--- src/rtl/lc3b_types.sv ---
// lc3b_types: shared LC-3b datapath types for the indirect access sequencer
package lc3b_types;
  typedef enum logic [1:0] {IND_IDLE, IND_PTR_RD, IND_FINAL, IND_DONE} ind_state_t;
  localparam int IND_MAX_LEVELS_DEFAULT = 2;
endpackage

--- src/rtl/indirect_addr_reg.sv ---
// indirect_addr_reg: memory address register loaded from base or from an aligned pointer
module indirect_addr_reg #(
  parameter int ADDR_W = 16
) (
  input  logic              clk,
  input  logic              rst_n,
  input  logic              ld_base,
  input  logic              ld_ptr,
  input  logic [ADDR_W-1:0] base,
  input  logic [ADDR_W-1:1] ptr,
  output logic [ADDR_W-1:0] addr
);
  // base wins over pointer; otherwise hold so the address is stable while waiting
  always_ff @(posedge clk)
    if (!rst_n) addr <= '0;
    else if (ld_base) addr <= base;
    else if (ld_ptr) addr <= {ptr, 1'b0};
endmodule

--- src/rtl/indirect_access_seq.sv ---
// indirect_access_seq: multi-level pointer dereference then final load/store (null abort under IND_NULL_CHECK_EN)
module indirect_access_seq
  import lc3b_types::*;
#(
  parameter  int ADDR_W     = 16,
  parameter  int DATA_W     = 16,
  parameter  int MAX_LEVELS = IND_MAX_LEVELS_DEFAULT,
  localparam int LVL_W      = $clog2(MAX_LEVELS + 1)
) (
  input  logic              clk,
  input  logic              rst_n,
  input  logic              start,
  input  logic [LVL_W-1:0]  levels,
  input  logic              is_store,
  input  logic [ADDR_W-1:0] base_addr,
  input  logic [DATA_W-1:0] store_data,
  input  logic              mem_resp,
  input  logic [DATA_W-1:0] mem_rdata,
  output logic              mem_read,
  output logic              mem_write,
  output logic [ADDR_W-1:0] mem_address,
  output logic [DATA_W-1:0] mem_wdata,
  output logic              busy,
  output logic              done,
  output logic [DATA_W-1:0] load_data,
  output logic              fault
);
  ind_state_t       state;
  logic [LVL_W-1:0] lvl_cnt;
  logic [LVL_W-1:0] lvl_clamp;
  logic             is_store_q;
  logic             strobe;
  logic             take;
  logic             ld_base;
  logic             ptr_take;
  logic             null_ptr;
  assign lvl_clamp = levels > LVL_W'(MAX_LEVELS) ? LVL_W'(MAX_LEVELS) : levels;
  assign strobe    = mem_read | mem_write;
  assign take      = strobe & mem_resp;
  assign ld_base   = state == IND_IDLE && start;
  assign ptr_take  = state == IND_PTR_RD && take;
`ifdef IND_NULL_CHECK_EN
  assign null_ptr  = ptr_take && mem_rdata[ADDR_W-1:1] == '0;
`else
  assign null_ptr  = 1'b0;
`endif
  indirect_addr_reg #(.ADDR_W(ADDR_W)) u_addr (
    .clk    (clk),
    .rst_n  (rst_n),
    .ld_base(ld_base),
    .ld_ptr (ptr_take),
    .base   (base_addr),
    .ptr    (mem_rdata[ADDR_W-1:1]),
    .addr   (mem_address)
  );
  // sequencer: a strobe rises only from a low strobe, so every request is preceded by an idle cycle
  always_ff @(posedge clk) begin
    if (!rst_n) begin
      state      <= IND_IDLE;
      lvl_cnt    <= '0;
      is_store_q <= 1'b0;
      mem_read   <= 1'b0;
      mem_write  <= 1'b0;
      mem_wdata  <= '0;
      busy       <= 1'b0;
      done       <= 1'b0;
      fault      <= 1'b0;
      load_data  <= '0;
    end else begin
      done  <= 1'b0;
      fault <= 1'b0;
      case (state)
        IND_IDLE: if (start) begin
          mem_wdata  <= store_data;
          is_store_q <= is_store;
          lvl_cnt    <= lvl_clamp;
          busy       <= 1'b1;
          state      <= lvl_clamp == '0 ? IND_FINAL : IND_PTR_RD;
        end
        IND_PTR_RD: if (take) begin
          mem_read <= 1'b0;
          lvl_cnt  <= lvl_cnt - 1'b1;
          if (null_ptr) begin
            state <= IND_DONE;
            busy  <= 1'b0;
            done  <= 1'b1;
            fault <= 1'b1;
          end else if (lvl_cnt == LVL_W'(1)) state <= IND_FINAL;
        end else if (!strobe) mem_read <= 1'b1;
        IND_FINAL: if (take) begin
          mem_read  <= 1'b0;
          mem_write <= 1'b0;
          busy      <= 1'b0;
          done      <= 1'b1;
          state     <= IND_DONE;
          if (!is_store_q) load_data <= mem_rdata;
        end else if (!strobe) begin
          mem_read  <= !is_store_q;
          mem_write <= is_store_q;
        end
        IND_DONE: state <= IND_IDLE;
        default:  state <= IND_IDLE;
      endcase
    end
  end
endmodule

--- config.mk ---
export PLATFORM = sky130hd
export DESIGN_NAME = indirect_access_seq
export DESIGN_NICKNAME = d
export VERILOG_FILES = /design/src/rtl/lc3b_types.sv /design/src/rtl/indirect_addr_reg.sv /design/src/rtl/indirect_access_seq.sv
export SDC_FILE = /design/constraint.sdc
export NUM_CORES = 1
export LEC_CHECK = 0
export ABC_AREA = 1
export BUFFER_PORTS_ARGS = -buffer_cell sky130_fd_sc_hd__buf_2
export CORE_MARGIN = 2
export CORE_UTILIZATION = 43
export DETAILED_ROUTE_END_ITERATION = 8
export PLACE_DENSITY = 0.79
export SYNTH_ARGS = -nofsm -noshare
export SYNTH_HDL_FRONTEND = slang
export SYNTH_SLANG_ARGS = --single-unit
--- constraint.sdc ---
create_clock -name clk -period 1.5 [get_ports clk]
set_input_delay 0.225 -clock clk [delete_from_list [all_inputs] [get_ports clk]]
set_output_delay 0.225 -clock clk [all_outputs]
set_load 0.01 [all_outputs]
==> results.sh <==
export IMPL_status="complete, no violations"
export IMPL_seq_area_frac_synth=0.442
export IMPL_timing_rr_end="u_addr.addr[9]"
export IMPL_port_buffers=106
export IMPL_gp_congestion=0.853
export IMPL_clk_pin_slew_ns=0.07
export IMPL_nNetsFinal=542
export IMPL_ys_ff_latch=57
export IMPL_syn_nets=427
export IMPL_core_sq_um=5850
export IMPL_start_util=0.441
export IMPL_area_growth_pct=36.1
export IMPL_cap_violations=0
export IMPL_dp_cells=542
export IMPL_cp_start_kind="register"
export IMPL_finalHoldViolCount=0
export IMPL_pre_cts_ws_ns=-0.0881
export IMPL_root_buffer="clkbuf_8"
export IMPL_htree_levels=3
export IMPL_setup_violations=0
export IMPL_fin_cells=560
export IMPL_cp_required_ns=1.76
export IMPL_syn_area_sq_um=2580
export IMPL_tritoncts="done"
export IMPL_tightest_slew_ns=0.495
export IMPL_fin_crit_sh=0.931
export IMPL_critical_path_class="reg -> reg"
export IMPL_routed_via_density=4.90
export IMPL_syn_area_per_cell_sq_um=7.05
export IMPL_clockBufferDepth=2
export IMPL_ff2ff_path_depth=7
export IMPL_cp_arrival_ns=1.66
export IMPL_drc=0
export IMPL_vias=2743
export IMPL_grt_max_degree=33
export IMPL_endpoint_kind="register"
export IMPL_ant_nets=0
export IMPL_worstHoldStart="store_data[15]"
export IMPL_final_seq_area_sq_um=1140
export IMPL_synth_distinct_cells=26
export IMPL_min_path_cells=3
export IMPL_grt_util_all_layers=0.209
export IMPL_grt_overflow=0
export IMPL_firstDrtPassIters=4
export IMPL_die_area_sq_um=6640
export IMPL_rows=28
export IMPL_layout_min_cycle_time_ns=1.40
export IMPL_grt_first_pass_wirelength_mm=10.5
export IMPL_drt_iter0_drc=123
export IMPL_worstPathMaxFanout=13
export IMPL_num_io_pins=108
export IMPL_cts_hold_buffers=0
export IMPL_final_util=0.600
export IMPL_syn_inst=366
export IMPL_hold_end="mem_wdata[15]"
export IMPL_die_h_um=81.5
export IMPL_r2r_slack_ns=0.10
export IMPL_leakagePower_nw=1.77
export IMPL_slew_violations=0
export IMPL_hold_path_class="in -> reg"
export IMPL_slew_headroom=0.668
export IMPL_clk_latency_ns=0.33
export IMPL_fin_ws_ns=0.103
export IMPL_cts_sinks=57
export IMPL_antenna_found_initial=0
export IMPL_dp_hpwl_mm=5.13
export IMPL_fillCellCount=564
export IMPL_yosysWarnings=0
export IMPL_drive_above_1_share=0.315
export IMPL_fmax_mhz=716
export IMPL_num_antenna_cells=0
export IMPL_multi_input_area_sq_um=1230
export IMPL_cts_buffers=9
export IMPL_power_density_nw_per_um2=1640
export IMPL_die_w_um=81.5
export IMPL_holdWs_ns=0.139
export IMPL_r2r_start="state[1]"
export IMPL_wirelength_mm=7.12
export IMPL_ir_drop_uv=723
export IMPL_skew_ns=0.00935
export IMPL_grt_pass1_vias=2314
export IMPL_wl_per_cell_um=12.7
-- worst max-delay path, cell delays in order (launching register included) --
cell and delay [ns]:
dfxtp_1 0.33, inv_1 0.06, buf_4 0.14, ha_1 0.24
nand3_4 0.14, buf_6 0.16, nand3_1 0.10, a21oi_2 0.15
-- cell families after synthesis --
| family | share of synthesized area |
|---|---|
| simple gates | 0.320 |
| buf+inv | 0.0916 |
| compound gates | 0.115 |
| flops | 0.442 |
| other cells | 0.00145 |
| fa+ha+maj | 0.0291 |
-- stage by stage --
| stage | power, mW | instance area [sq um] | setup TNS, ns |
|---|---|---|---|
| 6_report | 5.75 | 3510 | 0 |
| 5_1_grt | 6.16 | 3510 | -0.0577 |
| 4_1_cts | 5.60 | 3410 | 0 |
| 3_5_place_dp | 4.15 | 3190 | -0.545 |
| 3_3_place_gp | 4.07 | 3190 | -0.0238 |
| 2_1_floorplan | 3.44 | 2580 | 0 |
-- synthesized netlist by cell type, drive strengths merged --
master | instances | area, sq um
nor3 | 2 | 21.3
nor2 | 77 | 297
o21a | 1 | 7.51
ha | 6 | 75.1
nand2 | 75 | 307
nand4 | 1 | 6.26
buf | 13 | 97.6
clkbuf | 6 | 22.5
nand3 | 37 | 190
clkinv | 2 | 7.51
a21oi | 24 | 120
o21ai | 34 | 170
dfxtp | 57 | 1140
inv | 29 | 109
conb | 1 | 3.75
or2 | 1 | 6.26
-- where the power goes --
group | switching, mW | internal (mW) | total [mW]
Clock | 0.597 | 0.843 | 1.44
Combinational | 1.33 | 0.943 | 2.27
Sequential | 0.180 | 1.86 | 2.04
Total | 2.11 | 3.64 | 5.75
-- state kept, by name (all words and copies together) (netlist names) --
name	count
mem_read	1
mem_wdata	16
state	2
load_data	16
busy	1
u_addr.addr	16
done	1
mem_write	1
lvl_cnt	2
is_store_q	1
-- worst max path at each step --
stage / start / end / slack, ns / depth (start not counted)
floorplan: state[0] / u_addr.addr[14] / 0.08 / 9
global placement: state[0] / load_data[7] / -0.008 / 7
detailed placement: state[0] / load_data[13] / -0.09 / 7
CTS: state[0] / state[1] / 0.03 / 8
global route: state[1] / u_addr.addr[9] / -0.02 / 7
finish: state[1] / u_addr.addr[9] / 0.10 / 7
-- metal layers --
layer	vias up	global-route usage	part of all wire
li1	1385	-	-
met1	1258	0.267	0.44
met2	88	0.333	0.47
met3	12	0.0505	0.069
met4	0	0.100	0.021
met5	-	0	0
-- cell usage in the layout, fill, tap and decap left out, types with 2 or more instances in the layout --
master | synthesis | final
buf_2 | 3 | 106
nor2_1 | 76 | 76
nand2_1 | 71 | 70
dfxtp_1 | 57 | 57
nand3_1 | 36 | 36
o21ai_0 | 32 | 32
inv_1 | 25 | 25
a21oi_1 | 24 | 21
clkbuf_8 | 0 | 11
buf_4 | 4 | 10
ha_1 | 6 | 6
nand2_4 | 3 | 4
a21oi_2 | 0 | 3
buf_12 | 0 | 3
inv_2 | 4 | 2
clkinv_1 | 2 | 2
o21ai_1 | 2 | 2
clkinv_2 | 0 | 2
buf_6 | 4 | 2
-- cell type report --
class | count | area share
multi-input cells | 259 | 0.350
flip-flops and latches | 57 | 0.325
repair buffers | 123 | 0.207
clock buffers | 12 | 0.0442
inverters | 31 | 0.0353
well taps | 75 | 0.0267
clock inverters | 3 | 0.0114
-- what timing repair did --
item / CTS / global route
gates cloned: 0 / 1
pin swaps: 1 / 1
setup buffers: 1 / 1
gates resized for setup: 2 / 14
setup endpoints to repair: 33 / 54
(Power assumes the default switching activity.)
